[src/rtl/board_state_engine.sv]
// Two-side board state engine: validates and commits moves, detects captures,
// and keeps a single-level undo history behind a valid/ready move handshake.
module board_state_engine #(
  parameter int NUM_PIECES = 16,
  parameter int PIDX_W = 4,
  parameter int SQ_W = 6,
  parameter int CNT_W = 10,
  parameter logic [NUM_PIECES*SQ_W-1:0] INIT_LOC_W = 96'h20928B30D38F0070460850C4,
  parameter logic [NUM_PIECES*SQ_W-1:0] INIT_LOC_B = 96'hC31CB3D35DB7E3FE7EEBDEFC,
  parameter logic FIRST_SIDE = 1'b1
) (
  input  logic                       clk,
  input  logic                       RST,
  input  logic                       mv_valid,
  output logic                       mv_ready,
  input  logic                       mv_side,
  input  logic [PIDX_W-1:0]          mv_piece,
  input  logic [SQ_W-1:0]            mv_dest,
  input  logic                       undo,
  output logic [NUM_PIECES*SQ_W-1:0] loc_w,
  output logic [NUM_PIECES*SQ_W-1:0] loc_b,
  output logic [NUM_PIECES-1:0]      alive_w,
  output logic [NUM_PIECES-1:0]      alive_b,
  output logic                       turn,
  output logic                       done,
  output logic [2:0]                 status,
  output logic                       captured,
  output logic [PIDX_W-1:0]          captured_idx,
  output logic [CNT_W-1:0]           move_count
);
  // state | meaning
  // IDLE  | waiting for a move or undo request
  // EVAL  | legality checks and capture search registered
  // APPLY | commit (or drop) the move, raise done next cycle
  // UNDO  | revert the last committed move if history is valid

  localparam int TW = NUM_PIECES * SQ_W;
  localparam logic [2:0] ST_OK          = 3'd0;
  localparam logic [2:0] ST_WRONG_TURN  = 3'd1;
  localparam logic [2:0] ST_DEAD_PIECE  = 3'd2;
  localparam logic [2:0] ST_SELF_BLOCK  = 3'd3;
  localparam logic [2:0] ST_UNDO_EMPTY  = 3'd4;

  typedef enum logic [1:0] {IDLE, EVAL, APPLY, UNDO} state_t;
  state_t state_q, state_nx;

  logic [TW-1:0]         loc_w_q, loc_b_q;
  logic [NUM_PIECES-1:0] alive_w_q, alive_b_q;
  logic                  turn_q;
  logic [CNT_W-1:0]      cnt_q;
  logic                  done_q, captured_q;
  logic [2:0]            status_q;
  logic [PIDX_W-1:0]     cidx_q;

  logic                  side_q;
  logic [PIDX_W-1:0]     piece_q;
  logic [SQ_W-1:0]       dest_q;

  logic [2:0]            ev_status_q;
  logic                  ev_cap_q;
  logic [PIDX_W-1:0]     ev_cidx_q;

  logic                  hist_v_q, hist_side_q, hist_cap_q;
  logic [PIDX_W-1:0]     hist_piece_q, hist_cidx_q;
  logic [SQ_W-1:0]       hist_old_q;

  logic [TW-1:0]         own_loc, opp_loc;
  logic [NUM_PIECES-1:0] own_alive, opp_alive;
  logic                  mover_alive, self_hit, cap_hit;
  logic [SQ_W-1:0]       mover_old;
  logic [PIDX_W-1:0]     cap_idx;
  logic [2:0]            eval_status;

  assign mv_ready     = (state_q == IDLE) && !undo;
  assign loc_w        = loc_w_q;
  assign loc_b        = loc_b_q;
  assign alive_w      = alive_w_q;
  assign alive_b      = alive_b_q;
  assign turn         = turn_q;
  assign done         = done_q;
  assign status       = status_q;
  assign captured     = captured_q;
  assign captured_idx = cidx_q;
  assign move_count   = cnt_q;

  always_ff @(posedge clk) begin
    if (RST) state_q <= IDLE;
    else     state_q <= state_nx;
  end

  always_comb begin
    state_nx = state_q;
    case (state_q)
      IDLE: begin
        if (undo)          state_nx = UNDO;
        else if (mv_valid) state_nx = EVAL;
      end
      EVAL:    state_nx = APPLY;
      APPLY:   state_nx = IDLE;
      UNDO:    state_nx = IDLE;
      default: state_nx = IDLE;
    endcase
  end

  // Checks run on the latched request against the current tables.
  always_comb begin
    own_loc     = side_q ? loc_w_q : loc_b_q;
    opp_loc     = side_q ? loc_b_q : loc_w_q;
    own_alive   = side_q ? alive_w_q : alive_b_q;
    opp_alive   = side_q ? alive_b_q : alive_w_q;
    mover_alive = 1'b0;
    mover_old   = '0;
    self_hit    = 1'b0;
    cap_hit     = 1'b0;
    cap_idx     = '0;
    for (int i = 0; i < NUM_PIECES; i++) begin
      if (PIDX_W'(i) == piece_q) begin
        mover_alive = own_alive[i];
        mover_old   = own_loc[i*SQ_W +: SQ_W];
      end
      if (own_alive[i] && (own_loc[i*SQ_W +: SQ_W] == dest_q)) self_hit = 1'b1;
    end
    // Descending scan so the lowest matching index is the one that sticks.
    for (int i = NUM_PIECES - 1; i >= 0; i--) begin
      if (opp_alive[i] && (opp_loc[i*SQ_W +: SQ_W] == dest_q)) begin
        cap_hit = 1'b1;
        cap_idx = PIDX_W'(i);
      end
    end
    if (side_q != turn_q)  eval_status = ST_WRONG_TURN;
    else if (!mover_alive) eval_status = ST_DEAD_PIECE;
    else if (self_hit)     eval_status = ST_SELF_BLOCK;
    else                   eval_status = ST_OK;
  end

  always_ff @(posedge clk) begin
    if (RST) begin
      loc_w_q      <= INIT_LOC_W;
      loc_b_q      <= INIT_LOC_B;
      alive_w_q    <= '1;
      alive_b_q    <= '1;
      turn_q       <= FIRST_SIDE;
      cnt_q        <= '0;
      done_q       <= 1'b0;
      status_q     <= ST_OK;
      captured_q   <= 1'b0;
      cidx_q       <= '0;
      side_q       <= 1'b0;
      piece_q      <= '0;
      dest_q       <= '0;
      ev_status_q  <= ST_OK;
      ev_cap_q     <= 1'b0;
      ev_cidx_q    <= '0;
      hist_v_q     <= 1'b0;
      hist_side_q  <= 1'b0;
      hist_cap_q   <= 1'b0;
      hist_piece_q <= '0;
      hist_cidx_q  <= '0;
      hist_old_q   <= '0;
    end else begin
      done_q <= 1'b0;
      case (state_q)
        IDLE: begin
          if (mv_valid && mv_ready) begin
            side_q  <= mv_side;
            piece_q <= mv_piece;
            dest_q  <= mv_dest;
          end
        end
        EVAL: begin
          ev_status_q <= eval_status;
          ev_cap_q    <= cap_hit;
          ev_cidx_q   <= cap_idx;
        end
        APPLY: begin
          done_q     <= 1'b1;
          status_q   <= ev_status_q;
          captured_q <= 1'b0;
          cidx_q     <= '0;
          if (ev_status_q == ST_OK) begin
            captured_q <= ev_cap_q;
            cidx_q     <= ev_cap_q ? ev_cidx_q : '0;
            for (int i = 0; i < NUM_PIECES; i++) begin
              if (PIDX_W'(i) == piece_q) begin
                if (side_q) loc_w_q[i*SQ_W +: SQ_W] <= dest_q;
                else        loc_b_q[i*SQ_W +: SQ_W] <= dest_q;
              end
              if (ev_cap_q && (PIDX_W'(i) == ev_cidx_q)) begin
                if (side_q) alive_b_q[i] <= 1'b0;
                else        alive_w_q[i] <= 1'b0;
              end
            end
            turn_q <= ~turn_q;
            if (cnt_q != '1) cnt_q <= cnt_q + 1'b1;
            hist_v_q     <= 1'b1;
            hist_side_q  <= side_q;
            hist_piece_q <= piece_q;
            hist_old_q   <= mover_old;
            hist_cap_q   <= ev_cap_q;
            hist_cidx_q  <= ev_cidx_q;
          end
        end
        UNDO: begin
          done_q     <= 1'b1;
          captured_q <= 1'b0;
          cidx_q     <= '0;
          if (hist_v_q) begin
            status_q <= ST_OK;
            for (int i = 0; i < NUM_PIECES; i++) begin
              if (PIDX_W'(i) == hist_piece_q) begin
                if (hist_side_q) loc_w_q[i*SQ_W +: SQ_W] <= hist_old_q;
                else             loc_b_q[i*SQ_W +: SQ_W] <= hist_old_q;
              end
              if (hist_cap_q && (PIDX_W'(i) == hist_cidx_q)) begin
                if (hist_side_q) alive_b_q[i] <= 1'b1;
                else             alive_w_q[i] <= 1'b1;
              end
            end
            turn_q   <= ~turn_q;
            if (cnt_q != '0) cnt_q <= cnt_q - 1'b1;
            hist_v_q <= 1'b0;
          end else begin
            status_q <= ST_UNDO_EMPTY;
          end
        end
        default: ;
      endcase
    end
  end

endmodule

[config.mk]
export PLATFORM = sky130hd
export DESIGN_NAME = board_state_engine
export DESIGN_NICKNAME = d
export VERILOG_FILES = /design/src/rtl/board_state_engine.sv
export SDC_FILE = /design/constraint.sdc
export NUM_CORES = 1
export LEC_CHECK = 0
export ABC_AREA = 1
export CAP_MARGIN = 25
export CORE_ASPECT_RATIO = 0.9
export CORE_MARGIN = 1
export CORE_UTILIZATION = 33
export CTS_CLUSTER_DIAMETER = 80
export DETAILED_ROUTE_END_ITERATION = 10
export PLACE_DENSITY_LB_ADDON = 0.15
export SYNTH_ARGS = -nofsm -noshare
export SYNTH_HDL_FRONTEND = slang
export SYNTH_SLANG_ARGS = --single-unit
export TNS_END_PERCENT = 100
[constraint.sdc]
create_clock -name clk -period 6.78 [get_ports clk]
set_clock_uncertainty 0.1 [all_clocks]
set_input_delay 1.695 -clock clk [delete_from_list [all_inputs] [get_ports clk]]
set_output_delay 1.695 -clock clk [all_outputs]
set_load 0.02 [all_outputs]
==> impl_metrics.tcl, run 1 <==
set metrics [dict create \
    status "complete, no violations" \
    yosys_warnings 0 \
    leakage_uw 0.00840 \
    worstPathRequired_ps 4990 \
    avgRoutedWirePerCell_um 22.1 \
    syn_area_sq_um 16900 \
    cp_common_cell "clkdlybuf4s50_1" \
    fp.coreArea_sq_um 50600 \
    cts_buffers 36 \
    dp_cells 3380 \
    rows 78 \
    path_cells "clkdlybuf4s50_1, nor3_1, clkdlybuf4s50_1" \
    firstDrtPassIters 8 \
    synth_cell_types 57 \
    cts_hold_buf 0 \
    grt_usage_pct 28.7 \
    initial_core_util_pct 33.5 \
    synth_top_cell_by_area "dfxtp_1" \
    die_h_um 217 \
    worst-r2r-setup-slack_ps 3120 \
    setup.worst_path.end "mv_ready" \
    routabilityCongestion 0.922 \
    synth.area.top_cells "dfxtp_1 (33%), o21ai_0 (13%), nand2_1 (12%)" \
    drive_gt1_share_pct 4.81 \
    cp_slowest_cell "clkdlybuf4s50_1" \
    io_buffer_count 259 \
    synth_cells 2572 \
    ir_worst_vdd_v 0.000151 \
    grt_pass1_wl_mm 112 \
    clk_pin_slew_worst_paths_ps 60 \
    wl_mm 76.1 \
    grt.overflow.total 0 \
    grt_pass1_vias 17300 \
    cts_setup_buffers 0 \
    cap_violations 0 \
    reg2reg_from "dest_q[2]" \
    rsz0062_at_grt "false" \
    drt_first_iter_violations 1678 \
    htree_num_levels 2 \
    drc 0 \
    finalCriticalPeriod_ps 4790 \
    ant_nets 0 \
    synth_nets 2596 \
    cts_sinks 281 \
    worst_slew_pin_slew_ps 1070 \
    critPathLaunch "undo" \
    vias 18700 \
    ios 260 \
    slew_violations 0 \
    crit_fanout 3 \
    utilization_pct 41.5 \
    grt_max_degree 156 \
    nets 2764 \
    r2r-end "ev_status_q[1]" \
    dieArea_sq_um 52200 \
    end_kind "output port" \
    place_hpwl_mm 53.8 \
    cts_resized 0 \
    root_buffer "clkbuf_16" \
    slew_headroom_pct 28.3 \
    synth_top_area_share_pct 33.3 \
    die_x_um 241 \
    synth-seq-cells 281 \
    fin_cells 3445 \
    cp.arrival_ps 3000 \
    clk_latency_ps 550 \
    reg2regPathDepth 10 \
    finalSetupViolations 0 \
    area_growth_pct 24.1 \
    tns_ps 0 \
    cpPeakStageDelay_ps 650 \
    fin_crit_sh_pct 70.7 \
    yosysSeqAreaShare_pct 33.3 \
    clockBufferDepth 3 \
    viasPerCell 5.44 \
    powerDensity_nw_per_um2 279 \
    antenna_found_initial 0 \
    avgSynthCellArea_sq_um 6.58 \
    start_kind "input port" \
    path_class "in -> out" \
    hold_slack_ps 370 \
    cts_tree "yes" \
    max_clock_freq_mhz 209 \
    hold_viol 0 \
    hold_class "reg -> reg" \
]
-- per-stage QoR --
stage	power [uW]	setup slack, ps	area, sq um
final	5850	1990	21000
after global placement	3880	1960	19700
after global routing	6130	1920	21000
after floorplan	3130	2790	16900
after CTS	5860	1980	21000
after detailed placement	3920	1980	19800
-- worst max-delay path: cells and delay by family --
family / cells / cell delay [ps]
and+or+nand+nor: 1 / 210
buffers and inverters: 2 / 1090
-- per-layer routing --
metal	track usage, %	vias to the layer above	wire length (um)
met4	11.4	0	2920
met3	3.53	142	4400
met2	47.2	697	35000
met5	0	-	0
li1	-	9091	-
met1	38.0	8796	33800
-- synth_stat cells, drive strengths merged --
cell and n:
inv 260, o21bai 6, nor2 168, o41ai 1, o21ai 516, a21boi 1, a21oi 248, o2111ai 5
xnor2 2, o22ai 31, mux2i 3, nand2 541, nand3b 1, dfxtp 281, a22o 3, a221oi 14
nand4 25, ha 8, o311ai 25, or3 1, and2 5, xor2 64, a221o 2, buf 85
and3 1, nor3 38, a2111oi 2, clkbuf 76, or2 6, o2111a 1, o31ai 2, o211ai 18
a31oi 4, nor3b 2, o221ai 3, fa 1, a211o 1, nand3 54, clkinv 3, o21a 4
a211oi 41, nor4 19
-- worst min-delay path by stage --
| stage | start | cells past startpoint | endpoint |
|---|---|---|---|
| finish | status[2] | 2 | status[2] |
| floorplan | hist_old_q[1] | 2 | hist_old_q[1] |
| global placement | hist_old_q[2] | 2 | hist_old_q[2] |
| CTS | hist_old_q[0] | 2 | hist_old_q[0] |
| detailed placement | hist_old_q[0] | 2 | hist_old_q[0] |
| global route | captured | 2 | captured |
-- sequential cells by signal, indices dropped and copies added (netlist names), 6 cells and up --
signal,count
alive_b,16
loc_b,96
loc_w,96
alive_w,16
move_count,10
dest_q,6
hist_old_q,6
-- power breakdown --
part,switching (uW),total [uW],internal [uW]
sequential,205,2040,1830
combinational,1220,1870,650
clock,793,1940,1150
total,2220,5850,3630
-- logic make-up after synthesis --
| group | share of synthesized area, % |
|---|---|
| and+or+nand+nor | 21.1 |
| AOI/OAI and AO/OA | 30.3 |
| muxes | 0.178 |
| adders and majority gates | 0.710 |
| buffers and inverters | 11.1 |
| DFF | 33.3 |
| xor gates and xnor gates | 3.42 |
-- area by class of cell --
| type | instances | area, sq um |
|---|---|---|
| diodes | 1 | 2.50 |
| multi-input cells | 1867 | 9440 |
| clock inverters | 11 | 126 |
| fillers | 5329 | 29600 |
| well taps | 680 | 851 |
| inverters | 263 | 990 |
| repair buffers | 291 | 2920 |
| clock buffers | 51 | 1040 |
| flip-flops and latches | 281 | 5630 |
-- placed cells by master (no fill, tap or decap), types with 25 or more instances in the layout --
master / count
a21oi_1: 248
o22ai_1: 30
buf_4: 25
nand4_1: 25
nor2_1: 151
clkbuf_16: 38
a211oi_1: 41
o21ai_0: 430
dfxtp_1: 279
nand2_1: 541
o21ai_1: 81
nor3_1: 38
xor2_1: 64
nand3_1: 54
clkdlybuf4s50_1: 258
inv_1: 248
No activity file was read; power rests on OpenSTA's default activity.
==> inputs of run 2 (changes only) <==
==> constraint.sdc (replaced) <==
create_clock -name clk -period 4.17 [get_ports clk]
set_clock_uncertainty 0.1 [all_clocks]
set_input_delay 1.0425 -clock clk [delete_from_list [all_inputs] [get_ports clk]]
set_output_delay 1.0425 -clock clk [all_outputs]
set_load 0.02 [all_outputs]
==> impl_metrics.tcl, run 2 (synthesized netlist as in run 1, its figures left out) <==
set metrics [dict create \
    status "complete, no violations" \
    routabilityCongestion 0.957 \
    max_clock_freq_mhz 284 \
    finalSetupViolations 0 \
    cap_violations 0 \
    grt_pass1_wl_mm 111 \
    drive_gt1_share_pct 5.36 \
    cts_resized 0 \
    ant_nets 0 \
    cts_tree "yes" \
    layout_commonest_cell "nand2_1" \
    vias 18900 \
    nets 2780 \
    powerDensity_nw_per_um2 453 \
    drc 0 \
    grt_pass1_vias 17100 \
    drt-met1-wl_mm 33.6 \
    wl_met2_mm 35.2 \
    diodes 0 \
    end_kind "output port" \
    finalCriticalPeriod_ps 3520 \
    rsz0062_at_grt "false" \
    viasPerCell 5.47 \
    tns_ps 0 \
    cts_sinks 281 \
    clk_latency_ps 570 \
    slew_violations 0 \
    hold_viol 0 \
    p_int_uw 5950 \
    clk_pin_slew_worst_paths_ps 60 \
    reg2reg_from "state_q[0]" \
    place_hpwl_mm 55.7 \
    grt.overflow.total 0 \
    met3_length_mm 5.39 \
    dp_cells 3399 \
    cts_buffers 34 \
    worst_slew_pin_slew_ps 1110 \
    hold_depth 2 \
    worstPathRequired_ps 3030 \
    drt_first_iter_violations 1655 \
    ios 260 \
    p_sw_uw 3620 \
    area_growth_pct 24.9 \
    io_buffer_count 259 \
    worst-r2r-setup-slack_ps 800 \
    fin_cells 3461 \
    wl_mm 76.8 \
    antenna_found_initial 1 \
    fp.coreArea_sq_um 50600 \
    start_kind "input port" \
    grt_usage_pct 28.7 \
    seqPwrFrac_pct 34.5 \
    die_x_um 241 \
    cts_hold_buf 0 \
    initial_core_util_pct 33.5 \
    regArea_sq_um 5630 \
    grt_max_degree 152 \
    root_buffer "clkbuf_16" \
    rows 78 \
    r2r-end "move_count[9]" \
    die_h_um 217 \
    reg2regPathDepth 15 \
    leakage_uw 0.00847 \
    layout_common_cells "nand2_1 (541), o21ai_0 (430), dfxtp_1 (280)" \
    slew_headroom_pct 25.3 \
    critPathLaunch "undo" \
    path_class "in -> out" \
    hold_class "reg -> reg" \
    cts_setup_buffers 0 \
    routed.top_layer "met4" \
    htree_num_levels 2 \
    fillers 5360 \
    crit_fanout 3 \
    avgRoutedWirePerCell_um 22.2 \
    cp.arrival_ps 2380 \
    setup.worst_path.end "mv_ready" \
    dieArea_sq_um 52200 \
    multiInputGateArea_sq_um 9420 \
    swShare_pct 37.8 \
    utilization_pct 41.8 \
    firstDrtPassIters 7 \
    comb_power_share_pct 32.2 \
    clockBufferDepth 3 \
    ir_worst_vdd_v 0.000204 \
    fin_crit_sh_pct 84.4 \
    clock_power_share_pct 33.2 \
]
## run 2: worst min path at each step
stage | startpoint | to | slack [ps]
final | hist_v_q | hist_v_q | 370
after global routing | hist_old_q[0] | hist_old_q[0] | 380
after CTS | hist_v_q | hist_v_q | 370
after detailed placement | hist_v_q | hist_v_q | 360
after global placement | hist_v_q | hist_v_q | 350
after floorplan | hist_old_q[1] | hist_old_q[1] | 340
## run 2: layout make-up
class,instances,area share (%)
clock buffer,50,4.69
clock inverter,11,0.859
inverter,263,4.68
multi-input combinational,1867,44.6
sequential,281,26.6
tap,680,4.03
timing repair buffer,309,14.5
## run 2: worst max-delay path, cell delays in order
cell and delay, ps:
clkdlybuf4s50_1 440, nor3_1 230, clkdlybuf4s50_1 670
## run 2: per-layer routing
metal | up-vias | track usage [%]
li1 | 9122 | -
met1 | 8922 | 38.6
met2 | 738 | 46.1
met3 | 133 | 3.98
met4 | 0 | 11.5
met5 | - | 0
## run 2: power by group through the flow
stage / registers [uW] / logic, uW / clock network [uW]
2_1_floorplan: 3540 / 1550 / 0
3_3_place_gp: 3360 / 2980 / 0
3_5_place_dp: 3360 / 3040 / 0
4_1_cts: 3310 / 3050 / 3220
5_1_grt: 3340 / 3330 / 3330
6_report: 3310 / 3080 / 3180
## run 2: stage by stage
stage	power [uW]	hold WS, ps	instance area, sq um	setup slack, ps
3_5_place_dp	6400	357	19900	660
5_1_grt	10000	384	21100	475
4_1_cts	9570	367	21100	659
6_report	9570	367	21100	649
3_3_place_gp	6340	353	19900	687
2_1_floorplan	5090	342	16900	990
==> variant: new RTL, settings of run 2 <==
Put one more register stage on the output `move_count`. The value now appears one clock later. The other outputs are not delayed to match.
--- a/src/rtl/board_state_engine.sv
+++ b/src/rtl/board_state_engine.sv
@@ -82,5 +82,7 @@
   assign captured     = captured_q;
   assign captured_idx = cidx_q;
-  assign move_count   = cnt_q;
+  always_ff @(posedge clk) begin
+    move_count <= cnt_q;
+  end
 
   always_ff @(posedge clk) begin
Function: not settled (the Yosys comparison gave no result); the edit may change what the design does.
==> variant against run 2 <==
Setup slack improved by 0.039 ns; register-to-register slack got worse by 0.03 ns; largest power group is now clock; clock power is 10% higher; area after synthesis rose by 1.5%; sequential cell count increased by 10; core utilization grew 0.36 points; power up 2.7%; first-iteration DRC count grew 8.6%; cell area grew 1.5%; hold slack lost 0.070 ns; routed wire length is 0.13% lower.
==> variant: results (changes against run 2) <==
Run status
The run finished with clean final reports.

Pwr
The power of the clock network is 0.00350 W (+10%). The clock share of power is 35.6% (+2.4 points).

Layout
The number of nets at the end of the flow is 2803 (+0.83%). The number of inserted filler cells in the final layout is 5258 (-1.9%).

GRT
The global-route track usage on met1 is 37.66% (-0.96 points). The number of global-route vias before repair is 17360 (+1.2%). The largest net degree at the start of global routing came to 184 (+21%). The fraction of met3 tracks used by global routing is 4.249% (+0.27 points).

Detailed routing
The wire length the detailed router placed on met1 is 33330 µm (-0.79%). The total length of routed met2 wires came to 34940 µm (-0.74%). The iteration-0 DRC count of the detailed router is 1797 (+8.6%). The via count is 18890 (-0.13%).

The average detailed-routed wire length per instance is 21.99 µm (-0.93%).

Synthesis
Sorting the synthesized cells by area gives the leading types as sky130_fd_sc_hd__dfxtp_1, sky130_fd_sc_hd__o21ai_0, sky130_fd_sc_hd__nand2_1.

Placement
The final weighted congestion in routability-driven placement came to 0.9647 (+0.84%).

Worst setup path
The launch point of the worst reg-to-reg path is side_q. The delay contributed by the slowest stage of the critical path is 0.65 ns (-0.02 ns). The cell count of the worst reg-to-reg path is 13 (-2). The reg-to-reg setup timing slack is 0.77 ns (-0.03 ns).

Hold path
The cell depth of the worst hold path is 0 (-2). The worst hold endpoint is move_count[0].

CTS
The TritonCTS buffer count is 38 (+12%).

Timing
The headroom to the max-slew limit is 22.85% (-2.4 points). The minimum hold slack is 0.2975 ns (-0.06984 ns).
==> variant: cell count changes in the layout (fill, tap and decap cells not counted), sizes merged, moves of 11 or more <==
cell           run 2  this run
o21ai            516       494
nor2             168       190
a21oi            248       273
nor3              38        23
a211oi            41        27
or2                6        17
==> variant: metrics by stage <==
stage / instances / cell area (µm²)
final: 3489 / 21440
after global routing: 3488 / 21430
after CTS: 3488 / 21430
after detailed placement: 3419 / 20100
after global placement: 3417 / 20060
after floorplan: 2604 / 17180
==> variant: area by class of cell <==
class / instances / area (µm²) / area share [%]
Clock inverter: 16 / 205.2 / 0.9572
Sequential cell: 291 / 5829 / 27.19
Timing Repair Buffer: 301 / 2958 / 13.80
Tap cell: 680 / 850.8 / 3.969
Antenna cell: 1 / 2.502 / 0.01167
Multi-Input combinational cell: 1882 / 9462 / 44.14
Inverter: 265 / 998.5 / 4.658
Clock buffer: 53 / 1131 / 5.276
